**src/rtl/rf_alu_pkg.sv**
```systemverilog
// Shared types for the word-serial ALU sequencer: op encoding, FSM states, default latency.
package rf_alu_pkg;

  typedef enum logic [1:0] {
    OP_ADD = 2'b00,
    OP_SUB = 2'b01,
    OP_AND = 2'b10,
    OP_XOR = 2'b11
  } op_e;

  typedef enum logic [1:0] {
    ST_IDLE  = 2'd0,
    ST_ISSUE = 2'd1,
    ST_WAIT  = 2'd2,
    ST_DONE  = 2'd3
  } state_e;

  localparam int DEF_ALU_LAT = 7;

endpackage

```
**src/rtl/rf_alu_slice_ctl.sv**
```systemverilog
// Combinational map from (op, slice index, carry register) to the seven 2-bit ALU slice controls.
module rf_alu_slice_ctl
  import rf_alu_pkg::*;
#(
  parameter int NSLICE = 4,
  parameter int IDX_W  = 2
) (
  input  logic             issue,
  input  op_e              op,
  input  logic [IDX_W-1:0] idx,
  input  logic             carry,
  output logic             carry_in,
  output logic             end_bar,
  output logic             cmpl_x,
  output logic             cmpl_y,
  output logic             op_and,
  output logic             op_xor,
  output logic             op_arith
);

  localparam logic [IDX_W-1:0] LAST_IDX = IDX_W'(NSLICE - 1);

  logic first;
  assign first = (idx == '0);

  always_comb begin
    carry_in = 1'b0;
    end_bar  = 1'b1;
    cmpl_x   = 1'b0;
    cmpl_y   = 1'b0;
    op_and   = 1'b0;
    op_xor   = 1'b0;
    op_arith = 1'b0;
    if (issue) begin
      end_bar = (idx != LAST_IDX);
      case (op)
        OP_ADD: begin
          op_arith = 1'b1;
          carry_in = first ? 1'b0 : carry;
        end
        // Two's-complement subtract: invert y and inject the +1 on slice 0.
        OP_SUB: begin
          op_arith = 1'b1;
          cmpl_y   = 1'b1;
          carry_in = first ? 1'b1 : carry;
        end
        OP_AND:  op_and = 1'b1;
        default: op_xor = 1'b1;
      endcase
    end
  end

endmodule

```
**src/rtl/rf_alu_word_seq.sv**
```systemverilog
// Sequences a WORD_W-bit op through an external 2-bit ALU stage, LSB slice first, ALU_LAT clocks per slice.
// Optional RF_ALU_SEQ_OVF_EN: capture last-slice signed overflow into out_ovf. WORD_W must be even and >= 2.
module rf_alu_word_seq
  import rf_alu_pkg::*;
#(
  parameter int WORD_W  = 8,
  parameter int ALU_LAT = DEF_ALU_LAT
) (
  input  logic              clk,
  input  logic              rst_n,
  input  logic              in_valid,
  output logic              in_ready,
  input  logic [1:0]        op,
  input  logic [WORD_W-1:0] a,
  input  logic [WORD_W-1:0] b,
  output logic [1:0]        alu_xin,
  output logic [1:0]        alu_yin,
  output logic              alu_carry_in,
  output logic              alu_end_bar,
  output logic              alu_cmpl_x,
  output logic              alu_cmpl_y,
  output logic              alu_op_and,
  output logic              alu_op_xor,
  output logic              alu_op_arith,
  input  logic [1:0]        alu_zout,
  input  logic              alu_carry_out,
  input  logic              alu_overflow,
  output logic              out_valid,
  input  logic              out_ready,
  output logic [WORD_W-1:0] result,
  output logic              out_carry,
  output logic              out_ovf
);

  localparam int NSLICE = WORD_W / 2;
  localparam int IDX_W  = (NSLICE > 1) ? $clog2(NSLICE) : 1;
  localparam int CNT_W  = (ALU_LAT > 1) ? $clog2(ALU_LAT) : 1;
  localparam logic [IDX_W-1:0] LAST_IDX = IDX_W'(NSLICE - 1);
  localparam logic [CNT_W-1:0] LAST_CNT = CNT_W'(ALU_LAT - 1);

  state_e            state;
  op_e               op_q;
  logic [WORD_W-1:0] a_q, b_q, res_q;
  logic [IDX_W-1:0]  idx;
  logic [CNT_W-1:0]  wcnt;
  logic              carry_q;
  logic              issue, capture, arith;

  assign issue   = (state == ST_ISSUE);
  assign capture = (state == ST_WAIT) && (wcnt == LAST_CNT);
  assign arith   = (op_q == OP_ADD) || (op_q == OP_SUB);

  always_ff @(posedge clk or negedge rst_n) begin
    if (!rst_n) begin
      state   <= ST_IDLE;
      op_q    <= OP_ADD;
      a_q     <= '0;
      b_q     <= '0;
      res_q   <= '0;
      idx     <= '0;
      wcnt    <= '0;
      carry_q <= 1'b0;
    end else begin
      case (state)
        ST_IDLE: if (in_valid) begin
          op_q  <= op_e'(op);
          a_q   <= a;
          b_q   <= b;
          idx   <= '0;
          state <= ST_ISSUE;
        end
        ST_ISSUE: begin
          wcnt  <= '0;
          state <= ST_WAIT;
        end
        // Capture lands exactly ALU_LAT clocks after the ISSUE edge.
        ST_WAIT: if (capture) begin
          res_q[2*idx +: 2] <= alu_zout;
          carry_q           <= arith & alu_carry_out;
          if (idx == LAST_IDX) state <= ST_DONE;
          else begin
            idx   <= idx + 1'b1;
            state <= ST_ISSUE;
          end
        end else begin
          wcnt <= wcnt + 1'b1;
        end
        ST_DONE: if (out_ready) state <= ST_IDLE;
        default: state <= ST_IDLE;
      endcase
    end
  end

`ifdef RF_ALU_SEQ_OVF_EN
  logic ovf_q;
  always_ff @(posedge clk or negedge rst_n) begin
    if (!rst_n)       ovf_q <= 1'b0;
    else if (capture) ovf_q <= arith & alu_overflow;
  end
  assign out_ovf = ovf_q;
`else
  logic unused_ovf;
  assign unused_ovf = alu_overflow;
  assign out_ovf    = 1'b0;
`endif

  assign alu_xin = issue ? a_q[2*idx +: 2] : 2'b00;
  assign alu_yin = issue ? b_q[2*idx +: 2] : 2'b00;

  rf_alu_slice_ctl #(.NSLICE(NSLICE), .IDX_W(IDX_W)) u_ctl (
    .issue    (issue),
    .op       (op_q),
    .idx      (idx),
    .carry    (carry_q),
    .carry_in (alu_carry_in),
    .end_bar  (alu_end_bar),
    .cmpl_x   (alu_cmpl_x),
    .cmpl_y   (alu_cmpl_y),
    .op_and   (alu_op_and),
    .op_xor   (alu_op_xor),
    .op_arith (alu_op_arith)
  );

  assign in_ready  = (state == ST_IDLE);
  assign out_valid = (state == ST_DONE);
  assign result    = res_q;
  assign out_carry = carry_q;

endmodule

```
**config.mk**
```make
export PLATFORM = sky130hd
export DESIGN_NAME = rf_alu_word_seq
export DESIGN_NICKNAME = d
export VERILOG_FILES = /design/src/rtl/rf_alu_pkg.sv /design/src/rtl/rf_alu_slice_ctl.sv /design/src/rtl/rf_alu_word_seq.sv
export SDC_FILE = /design/constraint.sdc
export NUM_CORES = 1
export LEC_CHECK = 0
export BUFFER_PORTS_ARGS = -buffer_cell sky130_fd_sc_hd__buf_4
export CAP_MARGIN = 5
export CORE_ASPECT_RATIO = 0.6
export CORE_MARGIN = 2
export CORE_UTILIZATION = 45
export DETAILED_ROUTE_END_ITERATION = 8
export GPL_TIMING_DRIVEN = 0
export PLACE_DENSITY = 0.7
export RECOVER_POWER = 25
export SYNTH_ARGS = -nofsm -noshare
export SYNTH_HDL_FRONTEND = slang
export SYNTH_SLANG_ARGS = --single-unit
```
**constraint.sdc**
```tcl
create_clock -name clk -period 5.5 [get_ports clk]
set_clock_uncertainty 0.1 [all_clocks]
set_input_delay 1.1 -clock clk [delete_from_list [all_inputs] [get_ports clk]]
set_output_delay 1.1 -clock clk [all_outputs]
set_load 0.02 [all_outputs]
```
==> flow_metrics.env <==
export IMPL_status="complete, but fails checks"
export IMPL_violations="capacitance limit, slew limit"
export IMPL_nNetsFinal=238
export IMPL_grt_use_total=0.202
export IMPL_grt_pass1_wl_mm=6.90
export IMPL_cp_arrival_ps=1910
export IMPL_vias_per_cell=5.28
export IMPL_layout_drive_gt1_share=0.424
export IMPL_ys_types=40
export IMPL_vdd_ir_drop_max_v=0.000227
export IMPL_core_um2=4030
export IMPL_synth_largest_area_cell="dfrtp_1"
export IMPL_clk_pin_slew_ps=70
export IMPL_syn_inst=152
export IMPL_post_cts_buffers=0
export IMPL_antenna_cells=0
export IMPL_clock_latency_ps=290
export IMPL_cp_start_kind="register"
export IMPL_p_leak_nw=1.13
export IMPL_async_reset_ff_frac=1.00
export IMPL_p_sw_frac=0.364
export IMPL_clkSinkCount=34
export IMPL_tightest_slew_ps=1850
export IMPL_dp_slack_ps=2740
export IMPL_dieArea_um2=4680
export IMPL_p_seq_frac=0.371
export IMPL_antenna_found_initial=0
export IMPL_gp_congestion=0.793
export IMPL_maxCapViolCount=1
export IMPL_yosysWarnings=0
export IMPL_cts_buffers=5
export IMPL_die_width_um=87.0
export IMPL_syn_to_final_growth_pct=25.7
export IMPL_critPathMaxFanout=7
export IMPL_grt_max_degree=35
export IMPL_drt_iter0_markers=76
export IMPL_slew_viol_final=35
export IMPL_portBuffers=45
export IMPL_fin_crit_ps=3110
export IMPL_setup_violations_final=0
export IMPL_rsz0062_at_grt="false"
export IMPL_drc=0
export IMPL_cp_end_kind="output pin"
export IMPL_cts_tree="built"
export IMPL_die_y_um=53.8
export IMPL_criticalPathCategory="reg2out"
export IMPL_min_period_over_period=0.565
export IMPL_synthTopCellsByArea="dfrtp_1, mux2_4, mux2_2, mux4_2, ha_1"
export IMPL_syn_area_um2=1860
export IMPL_regArea_um2=851
export IMPL_totalNegativeSetupSlack_ps=0
export IMPL_ant_nets=0
export IMPL_worstPathRequired_ps=4300
export IMPL_first_pass_iters=4
export IMPL_setup_ws_ps=2390
export IMPL_rows=18
export IMPL_vias=1347
export IMPL_cts_repair_resized=0
export IMPL_synth_enable_flop_cells=0
export IMPL_power_frac_clock=0.152
export IMPL_combPwrFrac=0.477
export IMPL_worstHoldPathType="reg2reg"
export IMPL_clockBufferDepth=2
export IMPL_totalWireLength_mm=4.08
export IMPL_io_pins=49
export IMPL_wl_per_cell_um=16.0
export IMPL_root_buffer="clkbuf_8"
export IMPL_slew_headroom=-0.233
export IMPL_ys_flop_type="dfrtp_1"
export IMPL_syn_area_per_cell_um2=12.2
export IMPL_fmax_ghz=0.322
export IMPL_h_tree_depth=2
export IMPL_p_int_w=0.000734
export IMPL_fill_cells=357
export IMPL_final_util=0.579
export IMPL_synth_top_cell_area_share=0.458
export IMPL_multi_input_area_um2=895
export IMPL_grt_overflow=0
export IMPL_final_hold_viol_count=0
export IMPL_hold_buffers=0
export IMPL_p_switching_w=0.000419
export IMPL_start_util=0.461
export IMPL_final_common_cell="buf_4"
export IMPL_dpl_hpwl_mm=3.03
export IMPL_mostFrequentLayoutCells="buf_4, dfrtp_1, nand2_1"
export IMPL_p_per_area_nw_per_um2=494
export IMPL_grt_pass1_vias=1442
export IMPL_seq_area_frac_synth=0.458
export IMPL_ys_ff_latch=34
## power by group through the flow
stage | Combinational (W) | Sequential, W | Clock (W)
floorplan | 0.000405 | 0.000419 | 0
global route | 0.000600 | 0.000443 | 0.000195
CTS | 0.000553 | 0.000427 | 0.000181
finish | 0.000550 | 0.000428 | 0.000176
global placement | 0.000523 | 0.000423 | 0
detailed placement | 0.000547 | 0.000432 | 0
## registers in the layout, summed over array words and instances, names as in the netlist
| name | flops |
|---|---|
| b_q | 8 |
| out_carry | 1 |
| op_q | 2 |
| a_q | 8 |
| idx | 2 |
| state | 2 |
| wcnt | 3 |
| result | 8 |
## Yosys cell counts (2+ instances only)
master and number:
ha_1 7, mux2i_1 4, and2_1 6, nand2_1 11, nand4_1 8, inv_1 9
a22o_1 2, buf_6 2, dfrtp_1 34, nor4b_1 3, a21bo_2 6, buf_4 3
buf_2 2, o21ai_0 3, o211ai_1 2, a21oi_1 2, mux4_2 4, mux2_2 8
mux2_4 10, clkbuf_1 2, nor2_1 5
## cells by family (layout without fill, tap and decap cells)
kind of cell             Yosys count  count (layout)  synth area share
AND/OR/NAND/NOR                   44              44             0.141
flip-flops                        34              34             0.458
multiplexers                      26              26             0.199
AO/OA/AOI/OAI                     21              21            0.0896
buffers and inverters             19              71            0.0626
adder cells (fa/ha/maj)            7               7            0.0471
other                              1               2           0.00202
## worst paths after layout
kind | from | endpoint | slack [ps] | depth (start not counted)
max in group asynchronous | rst_n | result[4] | 3020 | 1
min reg2reg | result[5] | result[5] | 390 | 1
min in group asynchronous | rst_n | b_q[2] | 1210 | 1
min | result[5] | result[5] | 390 | 1
max | idx[1] | alu_carry_in | 2390 | 6
max reg2reg | idx[1] | result[5] | 3260 | 6
## layout make-up
class	count	share of cell area
inverters	9	0.0145
repair buffers	45	0.143
well taps	50	0.0268
flip-flops and latches	34	0.364
plain buffers	10	0.0354
clock buffers	7	0.0327
multi-input cells	100	0.383
## routing by layer
| metal | global-route usage | wire length (um) |
|---|---|---|
| met5 | 0 | 0 |
| met4 | 0.0885 | 63 |
| met3 | 0.0506 | 206 |
| met2 | 0.309 | 1800 |
| met1 | 0.276 | 2020 |
## worst max-delay path, stage by stage, from the launching register on
cell	delay, ps
dfrtp_1	370
clkbuf_1	360
inv_1	150
ha_1	280
mux2i_1	150
nor3_1	140
buf_4	170
## per-stage QoR
stage | cell area (um2) | power [W] | cells | hold WS, ps
floorplan | 1860 | 0.000824 | 153 | 375
global placement | 2260 | 0.000946 | 248 | 376
detailed placement | 2260 | 0.000979 | 248 | 381
CTS | 2340 | 0.00116 | 255 | 395
global route | 2330 | 0.00124 | 255 | 404
finish | 2330 | 0.00115 | 255 | 393
(Power assumes the default switching activity.)
